File: src/rtl/axi4_stream_pkt_rx_pkg.sv
// axi4_stream_pkt_rx_pkg: descriptor type and byte-lane popcount helper for the packet receiver
package axi4_stream_pkt_rx_pkg;
  // Descriptor fields are sized for the widest supported configuration; narrower values are zero-extended
  localparam int DESC_BYTES_W = 16;
  localparam int DESC_ID_W    = 8;
  localparam int DESC_DEST_W  = 8;
  typedef struct packed {
    logic [DESC_BYTES_W-1:0] bytes;
    logic [DESC_ID_W-1:0]    tid;
    logic [DESC_DEST_W-1:0]  tdest;
    logic                    err_ovf;
    logic                    err_hdr;
  } pkt_rx_desc_t;
  function automatic logic [7:0] popcount(input logic [63:0] v);
    popcount = '0;
    for (int i = 0; i < 64; i++) popcount = popcount + {7'd0, v[i]};
  endfunction
endpackage

File: src/rtl/axi4_stream_if.sv
// axi4_stream_if: AXI4-Stream bundle with source and destination views
interface axi4_stream_if #(
  parameter type tdata_t = logic [31:0],
  parameter type tid_t   = logic [7:0],
  parameter type tdest_t = logic [7:0],
  parameter type tuser_t = logic [31:0]
);
  localparam int NB = $bits(tdata_t) / 8;
  logic            tvalid;
  logic            tready;
  tdata_t          tdata;
  logic [NB-1:0]   tkeep;
  logic [NB-1:0]   tstrb;
  logic            tlast;
  tid_t            tid;
  tdest_t          tdest;
  tuser_t          tuser;
  modport src (output tvalid, tdata, tkeep, tstrb, tlast, tid, tdest, tuser, input tready);
  modport dst (input tvalid, tdata, tkeep, tstrb, tlast, tid, tdest, tuser, output tready);
endinterface

File: src/rtl/axi4_stream_pkt_rx_fifo.sv
// axi4_stream_pkt_rx_fifo: registered synchronous FIFO, head visible the cycle after push
module axi4_stream_pkt_rx_fifo #(
  parameter int W     = 8,
  parameter int DEPTH = 16
) (
  input  logic                     clk,
  input  logic                     rst_n,
  input  logic                     push,
  input  logic                     pop,
  input  logic [W-1:0]             wdata,
  output logic [W-1:0]             rdata,
  output logic                     full,
  output logic                     empty,
  output logic [$clog2(DEPTH):0]   count
);
  localparam int AW = $clog2(DEPTH);
  logic [W-1:0]  mem [DEPTH];
  logic [AW-1:0] wp, rp;
  logic          do_push, do_pop;
  assign full    = count[AW];
  assign empty   = count == '0;
  assign do_push = push && !full;
  assign do_pop  = pop && !empty;
  assign rdata   = empty ? '0 : mem[rp];
  // Storage array carries no reset; an empty count hides its contents
  always_ff @(posedge clk)
    if (do_push) mem[wp] <= wdata;
  // Pointers and occupancy
  always_ff @(posedge clk or negedge rst_n)
    if (!rst_n) begin
      wp    <= '0;
      rp    <= '0;
      count <= '0;
    end else begin
      if (do_push) wp <= wp + 1'b1;
      if (do_pop) rp <= rp + 1'b1;
      count <= count + {{AW{1'b0}}, do_push} - {{AW{1'b0}}, do_pop};
    end
endmodule

File: src/rtl/axi4_stream_pkt_rx.sv
// axi4_stream_pkt_rx: AXI4-Stream packet receiver with beat FIFO and per-packet descriptor
module axi4_stream_pkt_rx
  import axi4_stream_pkt_rx_pkg::*;
#(
  parameter type tdata_t     = logic [31:0],
  parameter type tid_t       = logic [7:0],
  parameter type tdest_t     = logic [7:0],
  parameter type tuser_t     = logic [31:0],
  parameter int DEPTH        = 16,
  parameter int MAX_PKT_BYTES = 4096
) (
  input  logic                          clk,
  input  logic                          rst_n,
  axi4_stream_if.dst                    s_axis,
  output logic                          rd_valid,
  input  logic                          rd_ready,
  output tdata_t                        rd_data,
  output logic [$bits(tdata_t)/8-1:0]   rd_keep,
  output tuser_t                        rd_user,
  output logic                          rd_last,
  output logic                          desc_valid,
  input  logic                          desc_ready,
  output pkt_rx_desc_t                  desc
);
  localparam int NB = $bits(tdata_t) / 8;
  localparam int BW = $clog2(MAX_PKT_BYTES + 1);
  localparam int FW = $bits(tdata_t) + NB + $bits(tuser_t) + 1;
  localparam logic [BW:0] MAX_B = (BW+1)'(MAX_PKT_BYTES);
  localparam logic [0:0] ST_IDLE = 1'b0;
  localparam logic [0:0] ST_PKT  = 1'b1;
  logic [0:0]          state;
  logic [BW-1:0]       bytes_q, bytes_n, k;
  logic [BW:0]         sum;
  tid_t                tid_q, tid_n;
  tdest_t              tdest_q, tdest_n;
  logic                ovf_q, hdr_q, ovf_n, hdr_n;
  logic                rdy_en, acc, full, empty;
  logic [FW-1:0]       rdata;
  logic [$clog2(DEPTH):0] unused_count;
  logic                unused_tstrb;
  assign unused_tstrb = ^s_axis.tstrb;
  // A pending unaccepted descriptor stalls every beat, since tready must not depend on tlast
  assign s_axis.tready = rdy_en && !full && !(desc_valid && !desc_ready);
  assign acc     = s_axis.tvalid && s_axis.tready;
  assign k       = BW'(popcount(64'(s_axis.tkeep)));
  assign sum     = {1'b0, bytes_q} + {1'b0, k};
  assign ovf_n   = state == ST_PKT && (ovf_q || sum > MAX_B);
  assign hdr_n   = state == ST_PKT && (hdr_q || s_axis.tid != tid_q || s_axis.tdest != tdest_q);
  assign bytes_n = state == ST_IDLE ? k : sum > MAX_B ? MAX_B[BW-1:0] : sum[BW-1:0];
  assign tid_n   = state == ST_IDLE ? s_axis.tid : tid_q;
  assign tdest_n = state == ST_IDLE ? s_axis.tdest : tdest_q;
  // Packet tracking: open on a non-last beat, accumulate bytes and sticky errors, close on tlast
  always_ff @(posedge clk or negedge rst_n)
    if (!rst_n) begin
      state   <= ST_IDLE;
      bytes_q <= '0;
      tid_q   <= '0;
      tdest_q <= '0;
      ovf_q   <= 1'b0;
      hdr_q   <= 1'b0;
      rdy_en  <= 1'b0;
    end else begin
      rdy_en <= 1'b1;
      if (acc) begin
        state   <= s_axis.tlast ? ST_IDLE : ST_PKT;
        bytes_q <= bytes_n;
        tid_q   <= tid_n;
        tdest_q <= tdest_n;
        ovf_q   <= ovf_n;
        hdr_q   <= hdr_n;
      end
    end
  // Descriptor register: loaded on the closing beat, held until the consumer takes it
  always_ff @(posedge clk or negedge rst_n)
    if (!rst_n) begin
      desc_valid <= 1'b0;
      desc       <= '0;
    end else if (acc && s_axis.tlast) begin
      desc_valid <= 1'b1;
      desc       <= '{bytes: DESC_BYTES_W'(bytes_n), tid: DESC_ID_W'(tid_n),
                      tdest: DESC_DEST_W'(tdest_n), err_ovf: ovf_n, err_hdr: hdr_n};
    end else if (desc_ready) begin
      desc_valid <= 1'b0;
    end
  axi4_stream_pkt_rx_fifo #(.W(FW), .DEPTH(DEPTH)) u_fifo (
    .clk   (clk),
    .rst_n (rst_n),
    .push  (acc),
    .pop   (rd_ready),
    .wdata ({s_axis.tdata, s_axis.tkeep, s_axis.tuser, s_axis.tlast}),
    .rdata (rdata),
    .full  (full),
    .empty (empty),
    .count (unused_count)
  );
  assign rd_valid = !empty;
  assign {rd_data, rd_keep, rd_user, rd_last} = rdata;
endmodule

File: src/flat_wrapper.sv
// flat-port wrapper written by rule: the top's interface ports become plain ports
module axi4_stream_pkt_rx_flat import axi4_stream_pkt_rx_pkg::*;
#(
  parameter type tdata_t     = logic [31:0],
  parameter type tid_t       = logic [7:0],
  parameter type tdest_t     = logic [7:0],
  parameter type tuser_t     = logic [31:0],
  parameter int DEPTH        = 16,
  parameter int MAX_PKT_BYTES = 4096
)
  (clk, rst_n, rd_valid, rd_ready, rd_data, rd_keep, rd_user, rd_last, desc_valid, desc_ready, desc, s_axis_tvalid, s_axis_tdata, s_axis_tkeep, s_axis_tstrb, s_axis_tlast, s_axis_tid, s_axis_tdest, s_axis_tuser, s_axis_tready);
  axi4_stream_if #(.tdata_t(tdata_t), .tid_t(tid_t), .tdest_t(tdest_t), .tuser_t(tuser_t)) s_axis_i ();
  input  logic clk;
  input  logic rst_n;
  output logic rd_valid;
  input  logic rd_ready;
  output tdata_t rd_data;
  output logic [$bits(tdata_t)/8-1:0] rd_keep;
  output tuser_t rd_user;
  output logic rd_last;
  output logic desc_valid;
  input  logic desc_ready;
  output pkt_rx_desc_t desc;
  input wire logic [$bits(s_axis_i.tvalid)-1:0] s_axis_tvalid;
  input wire logic [$bits(s_axis_i.tdata)-1:0] s_axis_tdata;
  input wire logic [$bits(s_axis_i.tkeep)-1:0] s_axis_tkeep;
  input wire logic [$bits(s_axis_i.tstrb)-1:0] s_axis_tstrb;
  input wire logic [$bits(s_axis_i.tlast)-1:0] s_axis_tlast;
  input wire logic [$bits(s_axis_i.tid)-1:0] s_axis_tid;
  input wire logic [$bits(s_axis_i.tdest)-1:0] s_axis_tdest;
  input wire logic [$bits(s_axis_i.tuser)-1:0] s_axis_tuser;
  output wire logic [$bits(s_axis_i.tready)-1:0] s_axis_tready;
  assign s_axis_i.tvalid = s_axis_tvalid;
  assign s_axis_i.tdata = s_axis_tdata;
  assign s_axis_i.tkeep = s_axis_tkeep;
  assign s_axis_i.tstrb = s_axis_tstrb;
  assign s_axis_i.tlast = s_axis_tlast;
  assign s_axis_i.tid = s_axis_tid;
  assign s_axis_i.tdest = s_axis_tdest;
  assign s_axis_i.tuser = s_axis_tuser;
  assign s_axis_tready = s_axis_i.tready;
  axi4_stream_pkt_rx #(.tdata_t(tdata_t), .tid_t(tid_t), .tdest_t(tdest_t), .tuser_t(tuser_t), .DEPTH(DEPTH), .MAX_PKT_BYTES(MAX_PKT_BYTES)) u_core (.clk(clk), .rst_n(rst_n), .s_axis(s_axis_i), .rd_valid(rd_valid), .rd_ready(rd_ready), .rd_data(rd_data), .rd_keep(rd_keep), .rd_user(rd_user), .rd_last(rd_last), .desc_valid(desc_valid), .desc_ready(desc_ready), .desc(desc));
endmodule
File: config.mk
export PLATFORM = sky130hd
export DESIGN_NAME = axi4_stream_pkt_rx_flat
export DESIGN_NICKNAME = d
export VERILOG_FILES = /design/src/rtl/axi4_stream_pkt_rx_pkg.sv /design/src/rtl/axi4_stream_if.sv /design/src/rtl/axi4_stream_pkt_rx_fifo.sv /design/src/rtl/axi4_stream_pkt_rx.sv /design/src/flat_wrapper.sv
export SDC_FILE = /design/constraint.sdc
export NUM_CORES = 1
export LEC_CHECK = 0
export ABC_AREA = 1
export CORE_MARGIN = 2
export CORE_UTILIZATION = 60
export CTS_BUF_LIST = sky130_fd_sc_hd__clkbuf_16
export DETAILED_ROUTE_END_ITERATION = 10
export MAX_ROUTING_LAYER = met4
export PLACE_DENSITY = 0.87
export SLEW_MARGIN = 0
export SYNTH_ARGS = -nofsm -noshare
export SYNTH_HDL_FRONTEND = slang
export SYNTH_SLANG_ARGS = --single-unit
File: constraint.sdc
create_clock -name clk -period 6.8 [get_ports clk]
set_clock_uncertainty 0.05 [all_clocks]
set_input_delay 0.68 -clock clk [delete_from_list [all_inputs] [get_ports clk]]
set_output_delay 0.68 -clock clk [all_outputs]
set_load 0.01 [all_outputs]
Yosys cells after proc, flatten, opt, wreduce, memory -nomap -nowiden
Memories as Yosys holds them, arrays and structs flattened.
Cells that the tools add are included.
Widths: inputs -> output; s select.
Word-level totals
  bits in registers: 78
  RAM bits: 1104
  input port bits: 94
  output and inout bits: 106
  logic and storage cells: 56
  memories: 1
Cells by class
  add/subtract/negate cells: 8
  magnitude comparators: 1
  equality and inequality tests: 2
  multiplexer cells: 10
  reduce and logical (&&, ||, !) cells: 18
Memories
  u_core.u_fifo.mem: depth 16, width 69, read ports 1, clocked after memory_dff 0, wr ports 1, line axi4_stream_pkt_rx_fifo.sv:17  | logic [W-1:0] mem [DEPTH];
Operators by type and width (number)
  $mux 69: 1
  $mux 13: 2
  $add 8x1->8: 2
  $mux 8: 2
  $ne 8x8->1: 2
  $add 13x8->14: 1
  $gt 14x13->1 const B: 1
  $logic_and 1x1->1: 9
  $add 4x1->4 const B: 2
  $add 5x1->5: 1
  $logic_not 5->1: 1
  $mux 1: 5
  $sub 5x1->5: 1
  $logic_not 1->1: 4
  $logic_or 1x1->1: 3
  $add 1x1->2: 1
  $reduce_bool 2->1: 1

Longest topological paths before layout
Gate-level depths: netlist (run 1).
  word-level depth: 8
  mapped depth: 22
  gate-level depth less buffers: 21

Hierarchy
From an unflattened synthesis (run 1), not the netlist that was laid out.
Unflattened totals
  cells, all modules: 4886
  area total of the unflattened synthesis: 50753.7 um2
Modules (own cells, without submodules)
  axi4_stream_pkt_rx_fifo: times used 1, cells an instance 4405, area each 47229.0 um2, sequential area each 33477.1 um2
  axi4_stream_pkt_rx: times used 1, cells an instance 481, area each 3524.6 um2, sequential area each 1626.6 um2

Worst setup path after synthesis (run 1)
Ideal clock, no wire load.
  kind: input -> register
  start: input desc_ready
  end: memory u_core.u_fifo.mem[11][0] (netlist bit), enable pin
  setup time: 0.581 ns
  data arrival time: 6.080 ns
  required time: 6.169 ns
  path slack: 0.088 ns
  stages: 6
  path buffers: 0
  path through: o21ai_0 > nor2_1 > nand2_1 > nor2_1 > inv_1 > nor3_1
Between the ends
  cells in the longest elaborated chain, start to end: 8
RTL lines
  start: declaration: line flat_wrapper.sv:22  | input logic desc_ready;
  $logic_not 1->1: line axi4_stream_pkt_rx.sv:43  | assign s_axis.tready = rdy_en && !full && !(desc_valid && !desc_ready);
  $logic_and 1x1->1: line axi4_stream_pkt_rx.sv:43
  $logic_not 1->1: line axi4_stream_pkt_rx.sv:43
  $logic_and 1x1->1: line axi4_stream_pkt_rx.sv:43
  named net s_axis_tready: line flat_wrapper.sv:32  | output wire logic [$bits(s_axis_i.tready)-1:0] s_axis_tready;
  $logic_and 1x1->1: line axi4_stream_pkt_rx.sv:44  | assign acc = s_axis.tvalid && s_axis.tready;
  $logic_and 1x1->1: line axi4_stream_pkt_rx_fifo.sv:22  | assign do_push = push && !full;
  $mux 1: line axi4_stream_pkt_rx_fifo.sv:27  | if (do_push) mem[wp] <= wdata;
  $mux 1 (implied by the code): line axi4_stream_pkt_rx_fifo.sv:27
  end: declaration: line axi4_stream_pkt_rx_fifo.sv:17
The timed path passes the listed nets, and every way through them passes these cells.

==> results of run 1 <==
## kinds of logic after synthesis
family	Yosys count	share of synthesized area, %
buffers and inverters	338	2.88
other	2	0.0161
adder cells (fa/ha/maj)	19	0.557
AO/OA/AOI/OAI	1023	13.2
XOR/XNOR	15	0.281
flip-flops	1182	75.1
AND/OR/NAND/NOR	930	7.95
## worst max path at each step
stage	depth (start not counted)	slack, ns	end
after global routing	7	1.09	rd_data[17]
after global placement	18	2.00	u_core.desc[1]
after floorplan	6	0.09	u_core.u_fifo.mem[11][0]
after detailed placement	18	1.93	u_core.desc[1]
final	7	1.25	rd_data[6]
after CTS	7	1.41	rd_data[17]
## state kept, by name, summed over array words and instances, names as in the netlist
name	flops
u_core.hdr_q	1
u_core.u_fifo.rp	4
u_core.rdy_en	1
u_core.tdest_q	8
u_core.u_fifo.wp	4
u_core.bytes_q	13
u_core.tid_q	8
u_core.u_fifo.count	5
u_core.state	1
u_core.desc	31
u_core.ovf_q	1
u_core.u_fifo.mem	1104
u_core.desc_valid	1
## through the flow
step / power, W / instance area, um^2 / utilization [%] / hold slack (ns)
detailed placement: 0.0160 / 49600 / 64.1 / 0.414
CTS: 0.0217 / 52800 / 68.3 / 0.155
global placement: 0.0157 / 49600 / 64.1 / 0.416
finish: 0.0218 / 52900 / 68.4 / 0.118
global route: 0.0227 / 52900 / 68.4 / 0.208
floorplan: 0.0131 / 46700 / - / 0.334
## layout make-up
| class | count | area (um^2) | share of cell area [%] |
|---|---|---|---|
| flip-flops and latches | 1182 | 35100 | 66.4 |
| multi-input cells | 1991 | 10400 | 19.7 |
| clock buffers | 110 | 2750 | 5.21 |
| repair buffers | 246 | 2420 | 4.59 |
| well taps | 1040 | 1300 | 2.46 |
| clock inverters | 93 | 531 | 1.00 |
| inverters | 78 | 310 | 0.587 |
| diodes | 10 | 25.0 | 0.0473 |
## routing by layer
metal,vias up,track usage [%],part of all wire [%]
met1,15300,38.9,35
met5,-,-,0
met2,2522,47.3,49
met4,0,12.8,3.9
li1,13400,-,-
met3,384,6.24,13
## cell usage in the layout, fill, tap and decap left out, types with 2 or more instances in the layout
master           instances
a21oi_1                 77
buf_12                   8
buf_4                   47
bufinv_16                3
clkbuf_16              110
clkdlybuf4s50_1        191
clkinv_1                26
clkinv_2                24
clkinv_4                 4
clkinvlp_2               2
clkinvlp_4               3
conb_1                   4
dfrtp_1                 74
dfrtp_4                  4
diode_2                 10
edfxtp_1              1104
fa_1                     3
ha_1                    16
inv_1                  100
inv_4                    2
inv_6                    3
nand2_1                218
nand2_2                  5
nand3_1                 87
nand4_1                 23
nor2_1                 570
nor2_2                   4
nor2_4                  16
nor3_1                   2
nor3_2                   2
o211ai_1                72
o21ai_0                585
o21ai_1                  7
o221ai_1               204
o22ai_1                 77
xnor2_1                  4
xor2_1                  11
## worst max-delay path, stage by stage, from the launching register on
cell	delay, ns
dfrtp_4	0.50
buf_12	0.59
buf_4	0.89
o21ai_0	0.24
o221ai_1	0.30
o211ai_1	0.15
a21oi_1	0.45
clkdlybuf4s50_1	0.64
## report_power, final
| part | total (W) | switching [W] | internal [W] |
|---|---|---|---|
| registers | 0.00866 | 0.000343 | 0.00832 |
| clock network | 0.00566 | 0.00262 | 0.00305 |
| logic | 0.00752 | 0.00493 | 0.00259 |
| total | 0.0218 | 0.00789 | 0.0140 |
==> impl_metrics.env, run 1 <==
export IMPL_seq_area_frac_synth_pct=75.1
export IMPL_drc_errors=0
export IMPL_synth_ff_type="edfxtp_1"
export IMPL_power_density_mw_per_mm2=413
export IMPL_timing_rr_start="u_core.u_fifo.count[4]"
export IMPL_synth_edf_count=1104
export IMPL_tns_ns=0
export IMPL_cts_tree="yes"
export IMPL_drv_slew=0
export IMPL_numPlacedInstances=4537
export IMPL_grt_antenna_before_repair=10
export IMPL_ys_warnings_count=0
export IMPL_die_h_um=283
export IMPL_synth_common_cells="edfxtp_1 (1104), o21ai_0 (585), nor2_1 (584), nand2_1 (218), clkbuf_1 (207)"
export IMPL_path_class="flip-flop to output port"
export IMPL_synth_cells=3509
export IMPL_die_w_um=283
export IMPL_synth_top_area_share_pct=70.9
export IMPL_grt_pass1_wl_um=180000
export IMPL_tightest_slew_ns=1.36
export IMPL_wire_per_inst_um=25.2
export IMPL_path_clk_slew_ns=0.06
export IMPL_hold_violations=0
export IMPL_clockRootBuffer="clkbuf_16"
export IMPL_crit_path_max_fanout=243
export IMPL_first_pass_iters=6
export IMPL_yosysTopAreaCell="edfxtp_1"
export IMPL_start_util_pct=60.4
export IMPL_netlist_area_mm2=0.0467
export IMPL_gp_congestion=0.848
export IMPL_vias=31600
export IMPL_status="complete, no violations"
export IMPL_ctsResizeCount=0
export IMPL_async_flop_share_pct=6.60
export IMPL_finalSetupViolCount=0
export IMPL_ios=200
export IMPL_buffer_ports_inserted=192
export IMPL_synth_area_leaders="edfxtp_1 (71%), o21ai_0 (6.3%), nor2_1 (4.7%)"
export IMPL_final_cells=4750
export IMPL_die_area_mm2=0.0801
export IMPL_hp_class="input pin to asynchronous set/reset pin"
export IMPL_ant_nets=0
export IMPL_n_fill_cell=4679
export IMPL_grt_overflow_total=0
export IMPL_rows=102
export IMPL_post_cts_buffers=0
export IMPL_start_kind="flip-flop"
export IMPL_period_share_pct=81.6
export IMPL_cp_startpoint="u_core.u_fifo.rp[0]"
export IMPL_numCtsBuffers=108
export IMPL_cellLeakagePower_nw=17.3
export IMPL_fin_nets=3720
export IMPL_required_ns=6.07
export IMPL_relSlewSlack_pct=8.83
export IMPL_worstSkewPairLatency_ns=0.68
export IMPL_grt_usage_pct=30.2
export IMPL_cp_arrival_ns=4.82
export IMPL_synth_area_per_cell_um2=13.3
export IMPL_drtIter0Drc=4667
export IMPL_setup_slack_ns=1.25
export IMPL_clock_sinks=1182
export IMPL_drt_total_wl_um=120000
export IMPL_first_global_vias=30900
export IMPL_synth_distinct_cells=32
export IMPL_reg2regPathDepth=8
export IMPL_viasPerCell=6.65
export IMPL_ir_drop_mv=0.388
export IMPL_yosysMostFrequentCell="edfxtp_1"
export IMPL_grt_max_degree=244
export IMPL_ys_seq_elements=1182
export IMPL_endpoint_kind="output port"
export IMPL_finalCriticalPeriod_ns=5.55
export IMPL_place_ws_ns=1.93
export IMPL_place_hpwl_um=56600
export IMPL_drv_cap=0
export IMPL_drive_above_1_share_pct=6.57
export IMPL_core_area_mm2=0.0773
export IMPL_r2r_end="u_core.u_fifo.mem[12][45]"
export IMPL_r2r_slack_ns=2.88
export IMPL_rsz0062_at_grt="no"
export IMPL_htree_num_levels=3
export IMPL_cts_path_max_buffers=3
export IMPL_max_freq_ghz=0.180
export IMPL_area_growth_synth_to_final_pct=13.2
export IMPL_ctsHoldBuffers=0
(Power assumes the default switching activity.)
==> run 2: changes to the inputs <==
--- a/config.mk
+++ b/config.mk
@@ -7,11 +7,11 @@
 export LEC_CHECK = 0
 export ABC_AREA = 1
 export CORE_MARGIN = 2
-export CORE_UTILIZATION = 60
+export CORE_UTILIZATION = 55
 export CTS_BUF_LIST = sky130_fd_sc_hd__clkbuf_16
 export DETAILED_ROUTE_END_ITERATION = 10
 export MAX_ROUTING_LAYER = met4
-export PLACE_DENSITY = 0.87
+export PLACE_DENSITY = 0.84
 export SLEW_MARGIN = 0
 export SYNTH_ARGS = -nofsm -noshare
 export SYNTH_HDL_FRONTEND = slang
==> constraint.sdc (replaced) <==
create_clock -name clk -period 5.05 [get_ports clk]
set_clock_uncertainty 0.05 [all_clocks]
set_input_delay 0.505 -clock clk [delete_from_list [all_inputs] [get_ports clk]]
set_output_delay 0.505 -clock clk [all_outputs]
set_load 0.01 [all_outputs]
==> run 2 against run 1 <==
Compared with the run above:
- non-clock buffer count is 7 higher
- sequential share of layout area is 0.92 points lower
- sequential power is 35% higher
- clock power is 45% higher
- critical path depth is 1 lower
- routed wire length is 2.4% lower
- first-iteration DRC count is 7.4% lower
- critical path type unchanged
- highest routed layer unchanged
==> impl_metrics.env, run 2 (same netlist as run 1, synthesis figures left out) <==
export IMPL_ir_drop_mv=0.464
export IMPL_slowest_stage="dfrtp_4"
export IMPL_placed_area_mm2=0.0500
export IMPL_power_density_mw_per_mm2=560
export IMPL_fin_nets=3728
export IMPL_drive_above_1_share_pct=6.77
export IMPL_start_util_pct=55.7
export IMPL_period_share_pct=94.6
export IMPL_buffer_ports_inserted=192
export IMPL_place_ws_ns=0.647
export IMPL_endpoint_kind="output port"
export IMPL_vias=31000
export IMPL_hp_class="input pin to flip-flop"
export IMPL_grt_usage_pct=27.4
export IMPL_drc_errors=0
export IMPL_fin_area_mm2=0.0536
export IMPL_cellLeakagePower_nw=17.5
export IMPL_register_area_mm2=0.0351
export IMPL_rows=106
export IMPL_timing_rr_start="u_core.u_fifo.count[4]"
export IMPL_p_total_w=0.0300
export IMPL_largest_reg_flops=1104
export IMPL_numCtsBuffers=109
export IMPL_drtIter0Drc=4321
export IMPL_most_common_layout_cells="edfxtp_1 (1104), o21ai_0 (585), nor2_1 (570), nand2_1 (218), o221ai_1 (204)"
export IMPL_max_freq_ghz=0.209
export IMPL_reg_largest_list="u_core.u_fifo.mem: 1104 flops, u_core.desc: 31 flops, u_core.bytes_q: 13 flops"
export IMPL_n_fill_cell=5628
export IMPL_relSlewSlack_pct=29.5
export IMPL_place_hpwl_um=54700
export IMPL_crit_chain="buf_4 -> o21ai_0 -> o221ai_1 -> o211ai_1 -> a21oi_1 -> clkdlybuf4s50_1"
export IMPL_ctsResizeCount=0
export IMPL_finalCriticalPeriod_ns=4.78
export IMPL_cp_top_family="buffers and inverters"
export IMPL_drv_slew=0
export IMPL_cts_path_max_buffers=3
export IMPL_cts_tree="yes"
export IMPL_area_growth_synth_to_final_pct=14.7
export IMPL_numPlacedInstances=4637
export IMPL_die_w_um=295
export IMPL_min_delay_start="desc_ready"
export IMPL_rsz0062_at_grt="no"
export IMPL_htree_num_levels=3
export IMPL_setup_slack_ns=0.273
export IMPL_tightest_slew_ns=1.06
export IMPL_grt_pass1_wl_um=176000
export IMPL_path_clk_slew_ns=0.06
export IMPL_wire_per_inst_um=24.1
export IMPL_core_area_mm2=0.0838
export IMPL_final_common_cell="edfxtp_1"
export IMPL_die_h_um=295
export IMPL_first_pass_iters=8
export IMPL_first_global_vias=30500
export IMPL_gp_congestion=0.846
export IMPL_cp_startpoint="u_core.u_fifo.rp[1]"
export IMPL_die_area_mm2=0.0873
export IMPL_drv_cap=0
export IMPL_ctsHoldBuffers=1
export IMPL_path_buf_inv=2
export IMPL_status="complete, no violations"
export IMPL_final_cells=4856
export IMPL_grt_antenna_before_repair=11
export IMPL_finalSetupViolCount=0
export IMPL_worstSkewPairLatency_ns=0.67
export IMPL_multi_input_area_mm2=0.0104
export IMPL_grt_overflow_total=0
export IMPL_cp_arrival_ns=4.22
export IMPL_start_kind="flip-flop"
export IMPL_path_class="flip-flop to output port"
export IMPL_hold_violations=0
export IMPL_required_ns=4.49
export IMPL_clock_sinks=1182
export IMPL_clockRootBuffer="clkbuf_16"
export IMPL_post_cts_buffers=0
export IMPL_ios=200
export IMPL_max_stage_delay_ns=0.98
export IMPL_tns_ns=0
export IMPL_drt_total_wl_um=117000
export IMPL_viasPerCell=6.39
export IMPL_crit_path_max_fanout=86
export IMPL_grt_max_degree=151
export IMPL_top_register="u_core.u_fifo.mem"
export IMPL_ant_nets=0
## run 2: cell types whose count changed in the layout (fill, tap and decap cells not counted), moves of 4 or more
cell	change
buf_12	+20
buf_4	-14
bufinv_16	+11
clkinv_1	+4
clkinv_2	-15
diode_2	+4
inv_1	-5
inv_2	+4
## run 2: worst paths after layout
check                                            to  slack (ns)  cells after the start
setup / recovery                         rd_data[5]        0.27                      6
min in group asynchronous         u_core.bytes_q[0]        0.50                      2
max in group asynchronous       u_core.u_fifo.rp[0]        3.72                      2
hold / removal                    u_core.desc_valid        0.38                      2
hold reg to reg                     u_core.desc[23]        0.44                      2
setup reg to reg           u_core.u_fifo.mem[2][51]        1.81                      6
## run 2: power breakdown
| group | switching (W) | total [W] | internal [W] | leakage, nW |
|---|---|---|---|---|
| Sequential | 0.000533 | 0.0117 | 0.0112 | 10.9 |
| Clock | 0.00351 | 0.00821 | 0.00470 | 1.82 |
| Combinational | 0.00649 | 0.0101 | 0.00357 | 4.77 |
## run 2: final cells by class
cell class,instances,share of cell area (%)
Multi-Input combinational cell,1991,19.4
Tap cell,1134,2.65
Inverter,78,0.583
Clock inverter,93,1.50
Sequential cell,1182,65.5
Antenna cell,14,0.0653
Timing Repair Buffer,253,5.09
Clock buffer,111,5.18
## run 2: layer usage
layer	global-route usage (%)	share of wire, %	up-vias	routed length [um]
met4	11.1	3.4	0	4020
met3	5.87	13	329	14700
li1	-	-	13400	-
met2	42.6	47	2188	55300
met1	35.5	37	15100	43000
met5	-	0	-	0
## run 2: stage by stage
| step | hold WS [ns] | utilization [%] |
|---|---|---|
| after floorplan | 0.159 | - |
| after global placement | 0.416 | 59.6 |
| after detailed placement | 0.414 | 59.6 |
| after CTS | 0.357 | 63.9 |
| after global routing | 0.422 | 64.0 |
| final | 0.381 | 64.0 |
